### config.mk
export PLATFORM = sky130hd
export DESIGN_NAME = assoc_buffer_driver
export DESIGN_NICKNAME = d
export VERILOG_FILES = /design/src/rtl/assoc_buffer_driver.sv
export SDC_FILE = /design/constraint.sdc
export NUM_CORES = 1
export LEC_CHECK = 0
export CORE_MARGIN = 1
export CORE_UTILIZATION = 43
export DETAILED_ROUTE_END_ITERATION = 10
export PLACE_DENSITY = 0.94
export SETUP_SLACK_MARGIN = 0.2
export SYNTH_ARGS = -nofsm -noshare
export SYNTH_HDL_FRONTEND = slang
export SYNTH_SLANG_ARGS = --single-unit
### constraint.sdc
create_clock -name clk -period 4.4 [get_ports clk]
set_clock_uncertainty 0.15 [all_clocks]
set_input_delay 0.44 -clock clk [delete_from_list [all_inputs] [get_ports clk]]
set_output_delay 0.44 -clock clk [all_outputs]
set_load 0.02 [all_outputs]
### src/rtl/assoc_buffer_driver.sv
// Sequencer that turns host requests into single-cycle associative-buffer commands and returns the sampled result.
// Optional statistics counters are built only when ASSOC_DRV_STATS_EN is defined.
module assoc_buffer_driver #(
    parameter int KEY_WIDTH    = 2,
    parameter int DATA_WIDTH   = 4,
    parameter int RESP_LATENCY = 1,
    parameter int STAT_WIDTH   = 16
) (
    input  logic                  clk,
    input  logic                  rst,
    input  logic                  req_valid,
    output logic                  req_ready,
    input  logic [1:0]            req_op,
    input  logic [KEY_WIDTH-1:0]  req_key,
    input  logic [DATA_WIDTH-1:0] req_data,
    output logic                  resp_valid,
    input  logic                  resp_ready,
    output logic [DATA_WIDTH-1:0] resp_data,
    output logic                  resp_hit,
    output logic [1:0]            buf_ctrl,
    output logic [KEY_WIDTH-1:0]  buf_key,
    output logic [DATA_WIDTH-1:0] buf_data_input,
    input  logic [DATA_WIDTH-1:0] buf_data_output,
    input  logic                  buf_valid,
    output logic [STAT_WIDTH-1:0] stat_cmds,
    output logic [STAT_WIDTH-1:0] stat_hits
);

    typedef enum logic [1:0] {
        S_IDLE,
        S_ISSUE,
        S_WAIT,
        S_RESP
    } state_t;

    localparam logic [1:0] OP_NONE  = 2'd0;
    localparam logic [3:0] LAT_LOAD = 4'(RESP_LATENCY - 1);

    state_t                state_q, state_d;
    logic [1:0]            op_q, op_d;
    logic [KEY_WIDTH-1:0]  key_q, key_d;
    logic [DATA_WIDTH-1:0] data_q, data_d;
    logic [3:0]            cnt_q, cnt_d;
    logic [DATA_WIDTH-1:0] resp_data_q, resp_data_d;
    logic                  resp_hit_q, resp_hit_d;

    always_ff @(posedge clk) begin
        if (rst) begin
            state_q     <= S_IDLE;
            op_q        <= OP_NONE;
            key_q       <= '0;
            data_q      <= '0;
            cnt_q       <= '0;
            resp_data_q <= '0;
            resp_hit_q  <= 1'b0;
        end else begin
            state_q     <= state_d;
            op_q        <= op_d;
            key_q       <= key_d;
            data_q      <= data_d;
            cnt_q       <= cnt_d;
            resp_data_q <= resp_data_d;
            resp_hit_q  <= resp_hit_d;
        end
    end

    always_comb begin
        state_d     = state_q;
        op_d        = op_q;
        key_d       = key_q;
        data_d      = data_q;
        cnt_d       = cnt_q;
        resp_data_d = resp_data_q;
        resp_hit_d  = resp_hit_q;
        case (state_q)
            S_IDLE: begin
                if (req_valid) begin
                    op_d   = req_op;
                    key_d  = req_key;
                    data_d = req_data;
                    // NONE never touches the buffer and answers a miss immediately
                    if (req_op == OP_NONE) begin
                        state_d     = S_RESP;
                        resp_data_d = '0;
                        resp_hit_d  = 1'b0;
                    end else begin
                        state_d = S_ISSUE;
                    end
                end
            end
            S_ISSUE: begin
                state_d = S_WAIT;
                cnt_d   = LAT_LOAD;
            end
            S_WAIT: begin
                if (cnt_q == 4'd0) begin
                    resp_data_d = buf_data_output;
                    resp_hit_d  = buf_valid;
                    state_d     = S_RESP;
                end else begin
                    cnt_d = cnt_q - 4'd1;
                end
            end
            S_RESP: begin
                if (resp_ready) begin
                    state_d = S_IDLE;
                end
            end
            default: state_d = S_IDLE;
        endcase
    end

    assign req_ready      = (state_q == S_IDLE);
    assign resp_valid     = (state_q == S_RESP);
    assign resp_data      = resp_data_q;
    assign resp_hit       = resp_hit_q;
    assign buf_ctrl       = (state_q == S_ISSUE) ? op_q : OP_NONE;
    assign buf_key        = key_q;
    assign buf_data_input = data_q;

`ifdef ASSOC_DRV_STATS_EN
    function automatic logic [STAT_WIDTH-1:0] sat_inc(input logic [STAT_WIDTH-1:0] v);
        return (v == {STAT_WIDTH{1'b1}}) ? v : v + 1'b1;
    endfunction

    logic [STAT_WIDTH-1:0] cmds_q, cmds_d;
    logic [STAT_WIDTH-1:0] hits_q, hits_d;
    logic                  sample_hit;

    assign sample_hit = (state_q == S_WAIT) && (cnt_q == 4'd0) && buf_valid;

    always_comb begin
        cmds_d = cmds_q;
        hits_d = hits_q;
        if (state_q == S_ISSUE) begin
            cmds_d = sat_inc(cmds_q);
        end
        if (sample_hit) begin
            hits_d = sat_inc(hits_q);
        end
    end

    always_ff @(posedge clk) begin
        if (rst) begin
            cmds_q <= '0;
            hits_q <= '0;
        end else begin
            cmds_q <= cmds_d;
            hits_q <= hits_d;
        end
    end

    assign stat_cmds = cmds_q;
    assign stat_hits = hits_q;
`else
    assign stat_cmds = '0;
    assign stat_hits = '0;
`endif

endmodule

==> results.json <==
{
  "postSynthRegisterBits": 19,
  "clk-insertion-delay-late_ps": 290,
  "post_cts_buffers": 0,
  "placed_cells_incl_taps": 197,
  "worst_ir_drop_vdd_uv": 215.0,
  "max_slew_margin_pct": 47.52,
  "antenna_found_initial": 0,
  "layout.cell_area.non_filler_mm2": 0.001459,
  "yosys_warning_count": 0,
  "power_density_mw_per_mm2": 334.7,
  "die-width_um": 56.51,
  "critical-path-max-stage-delay_ps": 700,
  "register_area_um2": 380.4,
  "outcome": "finished clean",
  "synth_edf_count": 0,
  "worstSetupEndpointType": "primary output",
  "placed_cell_area_mm2": 0.001431,
  "proportion_of_layout_cells_with_a_drive_suffix_above_1_pct": 9.412,
  "layout_common_cells": "32 x sky130_fd_sc_hd__conb_1, 31 x sky130_fd_sc_hd__clkdlybuf4s50_1, 19 x sky130_fd_sc_hd__dfxtp_1",
  "total_leakage_power_nw": 0.5725,
  "setup_ws_ps": 1916,
  "synth.yosys.seq_area_share_pct": 29.77,
  "vias": 918,
  "grt_first_pass_wirelength_um": 3498,
  "cts_tree": "yes",
  "top_level_ports": 64,
  "path_clk_slew_ps": 110,
  "hp-class": "reg2reg",
  "dp_hpwl_um": 1632,
  "worstSetupStartpointType": "register",
  "synth_async_sr_flop_share_pct": 0,
  "place_worst_setup_slack_ps": 2107,
  "detail_route.vias_per_cell": 4.567,
  "synthToLayoutAreaGrowth_pct": 14.20,
  "max_freq_mhz": 402.5,
  "die_h_um": 56.51,
  "fill_cells": 266,
  "gpl.final_weighted_congestion": 0.8104,
  "floorplan.die_area_mm2": 0.003193,
  "detail_route.drc_violations": 0,
  "routed_wire_length_um": 2140,
  "cts.hold.buffers_added": 0,
  "cts_inserted_buffers": 3,
  "cp_data_required_time_ps": 3810,
  "cp_top_family": "buffers and inverters",
  "final.period_utilization_pct": 56.46,
  "cts_buffer_depth": 2,
  "drt_pass1_iterations": 4,
  "grt_start_max_net_pins": 26,
  "tightestPinTransition_ps": 784.8,
  "ctsResizeCount": 0,
  "grt_remaining_overflow": 0,
  "worstPathMaxFanout": 15,
  "synthCells": 143,
  "total_standard_cell_area_after_synthesis_mm2": 0.001277,
  "via_count_of_the_first_global_routing_pass": 840,
  "most_frequent_standard_cell_in_the_layout_excluding_fill_and_tap_cells": "sky130_fd_sc_hd__conb_1",
  "fp-row-count": 19,
  "report.final.setup_viol": 0,
  "postSynthAreaPerCell_um2": 8.933,
  "n_antenna_cell": 0,
  "nets": 194,
  "timing.final.crit_period_ps": 2484,
  "multiInputGateArea_um2": 683.2,
  "slew_viol_final": 0,
  "core_region_area_mm2": 0.002781,
  "postSynth.topFlopCell": "sky130_fd_sc_hd__dfxtp_1",
  "start_util_pct": 45.93,
  "crit_path_top_delay_cell": "sky130_fd_sc_hd__clkdlybuf4s50_1",
  "clock_sink_count": 19,
  "drtIter0Drc": 12,
  "timing.setup.tns_ps": 0,
  "critical_path.n_buffers_inverters": 2,
  "max_capacitance_violation_total": 0,
  "grt_setup_unrepaired": "false",
  "detail-route-antenna-nets": 0,
  "cts_root_buffer_type": "sky130_fd_sc_hd__clkbuf_4",
  "routed_wire_length_per_instance_um": 10.65,
  "track_usage_pct": 13.72,
  "path_class": "reg2out",
  "port_buffers": 31,
  "clock_tree.htree_level_count": 1,
  "timing.final.hold_violations": 0,
  "critical_path_arrival_ps": 1890,
  "crit_path_cell_trace": "inv_1 -> ha_1 -> clkdlybuf4s50_1",
  "final_cells": 201,
  "synth.distinct_cells": 32
}
-- cell families after synthesis --
family | count (synthesis) | synth area share [%]
adders and majority gates | 6 | 5.876
AOI/OAI and AO/OA | 22 | 11.66
other | 1 | 0.2935
and+or+nand+nor | 45 | 21.74
buffers and inverters | 44 | 25.86
DFF | 19 | 29.77
muxes | 6 | 4.799
-- cells in the mapped netlist, types with 2 or more instances --
cell	count	area share, %
sky130_fd_sc_hd__buf_4	33	19
sky130_fd_sc_hd__dfxtp_1	19	30
sky130_fd_sc_hd__a21oi_1	14	5.5
sky130_fd_sc_hd__nand3_1	10	3.9
sky130_fd_sc_hd__nand2_1	9	2.6
sky130_fd_sc_hd__ha_1	6	5.9
sky130_fd_sc_hd__nand3b_1	6	3.5
sky130_fd_sc_hd__or2b_2	6	4.1
sky130_fd_sc_hd__inv_1	5	1.5
sky130_fd_sc_hd__mux2i_1	5	3.9
sky130_fd_sc_hd__o21ai_0	4	1.6
sky130_fd_sc_hd__nor2_1	3	0.88
sky130_fd_sc_hd__and2_1	2	0.98
sky130_fd_sc_hd__buf_6	2	1.8
sky130_fd_sc_hd__nand2b_1	2	0.98
-- final timing paths --
path	startpoint	to	slack (ps)	cells after the start
min reg2reg	op_q[1]$_SDFFE_PP0P_	op_q[1]$_SDFFE_PP0P_	310	2
max	state_q[0]$_SDFFE_PP0P_	req_ready	1920	3
max reg2reg	state_q[0]$_SDFFE_PP0P_	resp_data[2]$_SDFFE_PP0P_	2060	5
min	op_q[1]$_SDFFE_PP0P_	op_q[1]$_SDFFE_PP0P_	310	2
-- routing by layer --
| layer | vias to the layer above | global-route usage (%) | wire, µm | share of wire (%) |
|---|---|---|---|---|
| li1 | 472 | - | - | - |
| met1 | 415 | 17.14 | 982 | 46 |
| met2 | 27 | 22.02 | 1043 | 49 |
| met3 | 4 | 2.765 | 81 | 3.8 |
| met4 | 0 | 7.317 | 33 | 1.5 |
| met5 | - | 0 | 0 | 0 |
-- stage by stage --
step	hold WS (ps)	utilization (%)	power [mW]
after floorplan	279.6	-	0.3764
after global placement	289.1	51.46	0.4014
after detailed placement	293.0	51.46	0.4042
after CTS	308.7	52.45	0.4926
after global routing	325.7	52.45	0.5247
final	306.7	52.45	0.4883
-- worst reg2reg max path: stages (launching register included) --
cell	delay, ps
sky130_fd_sc_hd__dfxtp_1	360
sky130_fd_sc_hd__inv_1	100
sky130_fd_sc_hd__ha_1	440
sky130_fd_sc_hd__or3b_2	540
sky130_fd_sc_hd__a221oi_4	440
sky130_fd_sc_hd__mux2i_1	240
-- registers in the layout (all words and copies together), names as in the netlist --
register,cells
buf_key,2
resp_hit,1
op_q,2
cnt_q,4
state_q,2
buf_data_input,4
resp_data,4
-- area by class of cell --
class | instances | share of cell area, %
Multi-Input combinational cell | 111 | 46.83
Sequential cell | 19 | 26.07
Timing Repair Buffer | 31 | 21.27
Clock buffer | 3 | 1.544
Inverter | 5 | 1.286
Tap cell | 31 | 2.659
Clock inverter | 1 | 0.3431
-- power by group --
| group | internal [mW] | switching [mW] |
|---|---|---|
| combinational | 0.0811 | 0.122 |
| sequential | 0.188 | 0.0107 |
| clock | 0.0338 | 0.0529 |
Note: power is estimated with default switching activity, not from simulation.
==> patch 1: new RTL, same settings <==
Re-encode `state_t` (4 states) as one-hot, 4 bits wide.
--- a/src/rtl/assoc_buffer_driver.sv
+++ b/src/rtl/assoc_buffer_driver.sv
@@ -28,7 +28,7 @@
 
-    typedef enum logic [1:0] {
-        S_IDLE,
-        S_ISSUE,
-        S_WAIT,
-        S_RESP
+    typedef enum logic [3:0] {
+        S_IDLE  = 4'b0001,
+        S_ISSUE = 4'b0010,
+        S_WAIT  = 4'b0100,
+        S_RESP  = 4'b1000
     } state_t;
Function: same outputs for any inputs over 10 cycles, from zero or initial values and one cycle with rst high; not proved beyond that.
==> patch 1 against the original RTL <==
Non-clock buffer count unchanged; setup slack worse by 0.60 ns; total power down 11%; die area down 9.8%; sequential cell count up 2; largest cell class unchanged; design area down 6.1%; routed wire length up 4.8%; synthesized area down 10%; first-iteration DRC count up 42%; highest routed layer unchanged.
==> patch 1: results (changes against the original RTL) <==
Rel. slew slack - 44.01% (-3.5 points)
Wire length of the first global-routing pass - 3312 µm (-5.3%)
Placed cell areas - 1344 µm² (-6.1%)
Vias in the first global route - 757 (-9.9%)
Starting DRT DRC Count - 17 (+5)
Final-stage net count - 179 (-7.7%)
Placement-stage worst setup slack - 1.679 ns (-0.4280 ns)
Skew-Pair Late Insertion Delay - 0.31 ns (+0.02 ns)
Detailed Place HPWL - 1703 µm (+4.3%)
Fraction of synthesized area in multiplexers - 0% (-4.8 points)
Share of the yosys chip area belonging to registers - 36.64% (+6.9 points)
Total global-route track usage - 16.21% (+2.5 points)
Via count - 942 (+2.6%)
Leakage power total - 0.5420 nW (-5.3%)
Synth cell types - 31 (-3.1%)
Post-synthesis compound-gate area fraction - 18.76% (+7.1 points)
Fraction of layout cells with a size suffix above 1 - 5.660% (-3.8 points)
Run status - completed
Power of the combinational group - 0.125 mW (-38%)
Global placement routability congestion - 0.7595 (-6.3%)
Filler-free cell count of the finished design - 189 (-6.0%)
Pin count of the biggest net entering global routing - 15 (-42%)
Post-synthesis area per instance - 8.826 µm² (-1.2%)
Highest ir drop seen on vdd - 274.9 µV (+28%)
Peak fanout along the critical path - 12 (-3)
==> patch 1: cell types whose count changed after synthesis, sizes merged, moves of 4 or more <==
cell	change
a21oi	-4
a22o	+5
ha	-4
mux2i	-5
nand2	-8
nand3b	-6
o21ai	+7
or2b	-6
==> patch 1: path summary, 6_finish.rpt <==
| check | slack, ns | end | start |
|---|---|---|---|
| max | 1.31 | req_ready | state_q[2] |
| min | 0.34 | buf_data_input[2] | buf_data_input[2] |
| max reg2reg | 2.12 | resp_hit | state_q[2] |
| min reg2reg | 0.34 | buf_data_input[2] | buf_data_input[2] |
==> patch 1: cell type report <==
class | count | area [µm²]
fillers | 224 | 1130
multi-input cells | 97 | 553.0
flip-flops and latches | 21 | 420.4
repair buffers | 31 | 310.3
well taps | 30 | 37.54
clock buffers | 4 | 26.28
inverters | 6 | 22.52
==> patch 1: metal layers <==
metal	global-route usage [%]	share of wire, %
met1	20.14	43
met2	25.42	50
met3	3.955	6.2
met4	9.211	1.3
met5	0	0
==> patch 2: new RTL, same flow settings <==
Made on the original files. The parameter `KEY_WIDTH` goes from 2 to 4.
--- a/src/rtl/assoc_buffer_driver.sv
+++ b/src/rtl/assoc_buffer_driver.sv
@@ -3,3 +3,3 @@
 module assoc_buffer_driver #(
-    parameter int KEY_WIDTH    = 2,
+    parameter int KEY_WIDTH    = 4,
     parameter int DATA_WIDTH   = 4,
Ports: changed (resized buf_key and req_key); port bits go from 64 to 68. No check against the original RTL was run, so the function may have changed too.
==> patch 2 against the original RTL <==
Design area rose by 6.3%; critical endpoint unchanged; global-route usage grew 1.3 points; synthesized area about the same; via count grew 6.4%; setup slack improved by 0.17 ns; routed wire length rose by 7.0%; register-to-register slack improved by 0.28 ns; sequential cell count grew 2; maximum frequency up 7.3%; combinational power is 40% higher; total power grew 25%; hold slack gained 0.0029 ns.
==> patch 2: results (changes against the original RTL) <==
Fraction of synthesized area in multiplexers - 5.588% (+0.79 points)
Global placement routability congestion - 0.8710 (+7.5%)
RR Startpoint - state_q[0]
Switching Share - 40.04% (+2.1 points)
Resized cells post-CTS - 0 (unchanged)
Pin count of the biggest net entering global routing - 29 (+12%)
Met2 routed WL - 1134 µm (+8.7%)
Worst Max-Slew Pin Slew - 0.8183 ns (+0.03355 ns)
GR met3 Demand/Resource - 3.226% (+0.46 points)
Post-synthesis area per instance - 8.565 µm² (-4.1%)
Power attributed to the clock group - 0.0956 mW (+10%)
XOR/XNOR share of the synthesized area - 0% (unchanged)
Highest ir drop seen on vdd - 323.8 µV (+51%)
Count of yosys warnings during synthesis - 0 (unchanged)
Post-synthesis compound-gate area fraction - 12.16% (+0.50 points)
Data arrival time of the critical path - 1.72 ns (-0.17 ns)
Placed cell areas - 1523 µm² (+6.4%)
Adder and majority gate portion of the synthesized area - 5.882% (about the same)
Post-detailed-routing wire length - 2289 µm (+7.0%)
Number of buffer cells added on primary ports - 35 (+13%)
Main area contributors after synthesis - dfxtp_1, buf_4, nand2_1, ha_1, a21oi_1
Skew-Pair Late Insertion Delay - 0.31 ns (+0.02 ns)
Total global-route track usage - 15.02% (+1.3 points)
Bufs on Longest Clock Path - 2 (unchanged)
Buffers inserted by post-CTS timing repair - 0 (unchanged)
Starting DRT DRC Count - 10 (-2)
Uppermost metal layer occupied by signal nets - met4
Vias in the first global route - 851 (+1.3%)
H-tree levels - 1 (unchanged)
Filler-free cell count of the finished design - 213 (+6.0%)
Via count - 977 (+6.4%)
GR Layer Usage met2 - 25.04% (+3.0 points)
Sum of met3 wire segment lengths after detailed routing - 111 µm (+37%)
Most used flip-flop cell after synthesis - dfxtp_1
Peak fanout along the critical path - 8 (-7)
Combinational Power Share - 46.5% (+5.0 points)
Synth cell count leaders - buf_4, dfxtp_1, nand2_1
Wire length of the first global-routing pass - 3726 µm (+6.5%)
CTS Buf Count - 3 (unchanged)
WL met1 - 988 µm (+0.61%)
Proportion of netlist area held by the largest area contributor - 32.94% (+3.2 points)
Fraction of layout cells with a size suffix above 1 - 4.396% (-5.0 points)
Leakage power total - 0.6231 nW (+8.8%)
Startpoint of the lowest-slack hold path - op_q[1]
Global routing met1 resource utilization - 17.34% (+0.20 points)
Share of the yosys chip area belonging to registers - 32.94% (+3.2 points)
Final-stage net count - 208 (+7.2%)
Path type of the worst min-delay path - flop to flop
Run status - completed
Detailed Place HPWL - 1722 µm (+5.5%)
Synth cell types - 28 (-13%)
Timing startpoint of the critical path - state_q[1]
Antenna cells - 0 (unchanged)
## patch 2: path summary, 6_finish.rpt
kind | end | slack, ns | cells after the start
setup / recovery | req_ready | 2.09 | 3
hold / removal | op_q[1] | 0.31 | 2
setup reg to reg | cnt_q[3] | 2.34 | 5
hold reg to reg | op_q[1] | 0.31 | 2
## patch 2: through the flow
step	total power, mW	setup WS (ns)	hold WS, ns
global route	0.6526	1.961	0.3280
global placement	0.5165	2.271	0.2879
floorplan	0.4514	2.444	0.2817
CTS	0.6202	2.059	0.3122
detailed placement	0.5238	2.184	0.2950
finish	0.6126	2.086	0.3096
## patch 2: area by class of cell
cell class / instances / area (µm²)
inverter: 7 / 26.28
sequential: 21 / 420.4
tap: 31 / 38.79
clock buffer: 3 / 22.52
multi-input combinational: 115 / 686.9
clock inverter: 1 / 5.005
fill: 257 / 1231
timing repair buffer: 35 / 350.3
## patch 2: worst max-delay path, cell delays in order (launching register included)
cell	delay, ns
dfxtp_1	0.35
inv_1	0.10
ha_1	0.30
clkdlybuf4s50_1	0.65
